$ cat src/rtl/sipo_deserializer.sv
// Serial-in/parallel-out frame receiver: start bit (1), WIDTH data bits MSB-first, stop bit (0).
// A captured word is presented on p_out with a one-cycle data_valid strobe; bad stop bits pulse frame_err.
module sipo_deserializer #(
  parameter int WIDTH = 4
) (
  input  logic             clk,
  input  logic             rst,
  input  logic             serial_in,
  input  logic             en,
  output logic [WIDTH-1:0] p_out,
  output logic             data_valid,
  output logic             frame_err,
  output logic             busy
);

  localparam int CW = $clog2(WIDTH);

  typedef enum logic [1:0] {
    IDLE  = 2'd0,
    SHIFT = 2'd1,
    STOP  = 2'd2
  } state_t;

  state_t           state, state_nx;
  logic [WIDTH-1:0] shreg, shreg_nx;
  logic [WIDTH-1:0] p_out_nx;
  logic [CW-1:0]    cnt, cnt_nx;
  logic             dv_nx, fe_nx;

  always_comb begin
    state_nx = state;
    shreg_nx = shreg;
    cnt_nx   = cnt;
    p_out_nx = p_out;
    dv_nx    = 1'b0;
    fe_nx    = 1'b0;
    if (en) begin
      case (state)
        IDLE: begin
          if (serial_in) begin
            state_nx = SHIFT;
            cnt_nx   = '0;
          end
        end
        SHIFT: begin
          shreg_nx = {shreg[WIDTH-2:0], serial_in};
          // Counter saturates at WIDTH-1; the last data bit moves us to STOP.
          if (cnt == CW'(WIDTH - 1)) begin
            state_nx = STOP;
          end else begin
            cnt_nx = cnt + CW'(1);
          end
        end
        STOP: begin
          // A 1 here is a framing error, never a fresh start bit.
          if (serial_in) begin
            fe_nx = 1'b1;
          end else begin
            p_out_nx = shreg;
            dv_nx    = 1'b1;
          end
          state_nx = IDLE;
        end
        default: state_nx = IDLE;
      endcase
    end
  end

  always_ff @(posedge clk) begin
    if (rst) begin
      state      <= IDLE;
      shreg      <= '0;
      cnt        <= '0;
      p_out      <= '0;
      data_valid <= 1'b0;
      frame_err  <= 1'b0;
      busy       <= 1'b0;
    end else begin
      state      <= state_nx;
      shreg      <= shreg_nx;
      cnt        <= cnt_nx;
      p_out      <= p_out_nx;
      data_valid <= dv_nx;
      frame_err  <= fe_nx;
      busy       <= (state_nx != IDLE);
    end
  end

endmodule

$ cat config.mk
export PLATFORM = sky130hd
export DESIGN_NAME = sipo_deserializer
export DESIGN_NICKNAME = d
export VERILOG_FILES = /design/src/rtl/sipo_deserializer.sv
export SDC_FILE = /design/constraint.sdc
export NUM_CORES = 1
export LEC_CHECK = 0
export ABC_CLOCK_PERIOD_IN_PS = 1200
export CAP_MARGIN = 5
export CORE_UTILIZATION = 43
export DETAILED_ROUTE_END_ITERATION = 8
export HOLD_SLACK_MARGIN = 0.03
export PLACE_DENSITY_LB_ADDON = 0.25
export SLEW_MARGIN = 15
export SYNTH_ARGS = -nofsm -noshare
export SYNTH_HDL_FRONTEND = slang
export SYNTH_SLANG_ARGS = --single-unit
$ cat constraint.sdc
create_clock -name clk -period 1.2 [get_ports clk]
set_input_delay 0.12 -clock clk [delete_from_list [all_inputs] [get_ports clk]]
set_output_delay 0.12 -clock clk [all_outputs]
set_load 0.005 [all_outputs]
==> impl_metrics.tcl <==
set metrics [dict create \
    num_io_pins 11 \
    critPathRequiredTime_ps 1390 \
    h-tree-depth 1 \
    area_growth_pct 43.9 \
    synthCells 58 \
    post-route-min-period_ps 1210 \
    status "finished, violations left" \
    grt_max_degree 14 \
    finalWirelength_mm 1.23 \
    synth.area.mux_share_pct 13.3 \
    grt_util_all_layers_pct 18.6 \
    clk_path_buf_depth 2 \
    firstDrtPassIters 4 \
    post-dp-hpwl_microns 776 \
    final_cell_mix "11 x buf_4, 8 x mux2i_1, 8 x nor2_1, 8 x dfxtp_1, 7 x dlygate4sd2_1" \
    setup_viol 1 \
    critPathCaptureType "flop" \
    yosys_warnings 0 \
    max-cap-violations 0 \
    synth-simple-area-share_pct 22.0 \
    num_rows 13 \
    grt-ovfl-total 0 \
    synth-xor-area-share_pct 0 \
    core_sq_um 1300 \
    synth_fa_ha_area_share_pct 2.08 \
    drt_iter0_markers 13 \
    hold_ws_ps 491 \
    leakagePower_nw 0.384 \
    synth_area_sq_um 602 \
    post_drt_wl_per_cell_microns 12.9 \
    layout_setup_ws_ps -5.01 \
    port_buffers 10 \
    ys_ff_latch 15 \
    worstSetupPathType "reg2reg" \
    start_kind "flop" \
    hp-class "reg2reg" \
    ant_nets 0 \
    place_ws_ps -242 \
    drc 0 \
    powerDensity_nw_per_um2 1050 \
    synth_area_per_cell_sq_um 10.4 \
    slew_viol_final 0 \
    ctsHoldBuffers 0 \
    ys_seq_area_share_pct 49.9 \
    cts-root-buf "clkbuf_4" \
    fmax_mhz 830 \
    final_common_cell "buf_4" \
    finalHoldViolCount 0 \
    antenna_cells 0 \
    critPathMaxFanout 7 \
    die_w_microns 39.4 \
    drive_gt1_share_pct 37.5 \
    rsz0062_at_grt "yes" \
    vias 506 \
    die_h_microns 39.4 \
    violations "negative setup slack" \
    start_util_pct 46.2 \
    place_congestion 0.813 \
    synth_top_family_by_area "simple AND/OR/NAND/NOR gates" \
    antenna_found_initial 0 \
    clk-insertion-delay-late_ps 290 \
    max_slew_margin_pct 81.8 \
    grt_first_pass_wirelength_mm 1.86 \
    vias_per_cell 5.33 \
    worst_pin_slew_ps 270 \
    grt_pass1_vias 402 \
    arrival_ps 1400 \
    clkSlewWorstSetupHoldPaths_ps 90 \
    die_area_sq_um 1550 \
    synth.distinct_cells 24 \
    synth_compound_area_share_pct 9.36 \
    cts_sinks 15 \
    numCtsBuffers 3 \
    fin_skew_ps 0.705 \
    syn_nets 63 \
    ir_drop_mv 0.609 \
    num-nets-final 86 \
    fin_crit_sh_pct 100 \
    cts_tree "done" \
]
## stage by stage
| stage | total power [mW] | utilization, % | instance area [sq um] | std cells | TNS, ps |
|---|---|---|---|---|---|
| floorplan | 0.558 | - | 602 | 58 | 0 |
| global placement | 0.603 | 59.9 | 779 | 90 | -2420 |
| detailed placement | 0.603 | 59.9 | 779 | 90 | -2150 |
| CTS | 0.903 | 65.1 | 847 | 95 | 0 |
| global route | 0.940 | 66.5 | 866 | 95 | -268 |
| finish | 0.906 | 66.5 | 866 | 95 | -5.01 |
## power breakdown
part,leakage (nW),internal (mW),switching [mW]
Sequential,0.125,0.504,0.00815
Clock,0.0177,0.124,0.177
Combinational,0.241,0.0482,0.0440
Total,0.384,0.676,0.229
## cells in the mapped netlist, drive strengths merged
master	count	share of area, %
dfxtp	15	50
nor2	9	5.6
mux2i	8	13
nand2b	3	3.1
and2	2	2.1
buf	2	2.1
nand4b	2	2.9
o311ai	2	2.9
o41ai	2	2.9
a21oi	1	0.83
clkbuf	1	0.62
ha	1	2.1
inv	1	0.62
nand2	1	0.62
nand3b	1	1.2
nor3	1	0.83
nor4bb	1	1.7
o21a	1	1.2
o32ai	1	1.5
or2	1	1.0
or2b	1	1.2
or4b	1	1.7
## timing repair
action / CTS / global route
setup endpoints to repair: 12 / 7
gates resized for setup: 21 / 5
setup buffers: 1 / 0
pin swaps: 2 / 1
## sequential cells by signal (all words and copies together), names as in the netlist
register    cells
p_out           4
cnt             2
data_valid      1
state           2
busy            1
shreg           4
frame_err       1
## path summary, 6_finish.rpt
kind	startpoint	end	slack, ps	cells past startpoint
worst max-delay path	state[1]	p_out[2]	-5	4
worst max register to register	state[1]	p_out[2]	-5	4
worst min register to register	p_out[1]	p_out[1]	490	2
worst min-delay path	p_out[1]	p_out[1]	490	2
## critical path: stages (launching register included)
cell,delay (ps)
dfxtp_4,390
nor4bb_1,260
buf_4,190
mux2i_1,200
nor2_1,60
## metal layers
metal	global-route usage, %	up-vias	part of all wire [%]
met2	23.8	16	42
met5	0	-	0
met3	5.11	2	4.7
met1	27.2	233	51
met4	10.3	0	2.3
li1	-	255	-
## final cells by class
cell class | count | area, sq um
Clock inverter | 1 | 5.00
Multi-Input combinational cell | 39 | 328
Inverter | 1 | 3.75
Tap cell | 15 | 18.8
Fill cell | 103 | 435
Timing Repair Buffer | 21 | 174
Sequential cell | 15 | 314
Clock buffer | 3 | 22.5
## kinds of logic after synthesis
| family | count (synthesis) |
|---|---|
| and+or+nand+nor | 23 |
| AOI/OAI and AO/OA | 7 |
| buffers and inverters | 4 |
| adders and majority gates | 1 |
| muxes | 8 |
| DFF | 15 |
Power figures use the tool's default switching activity.
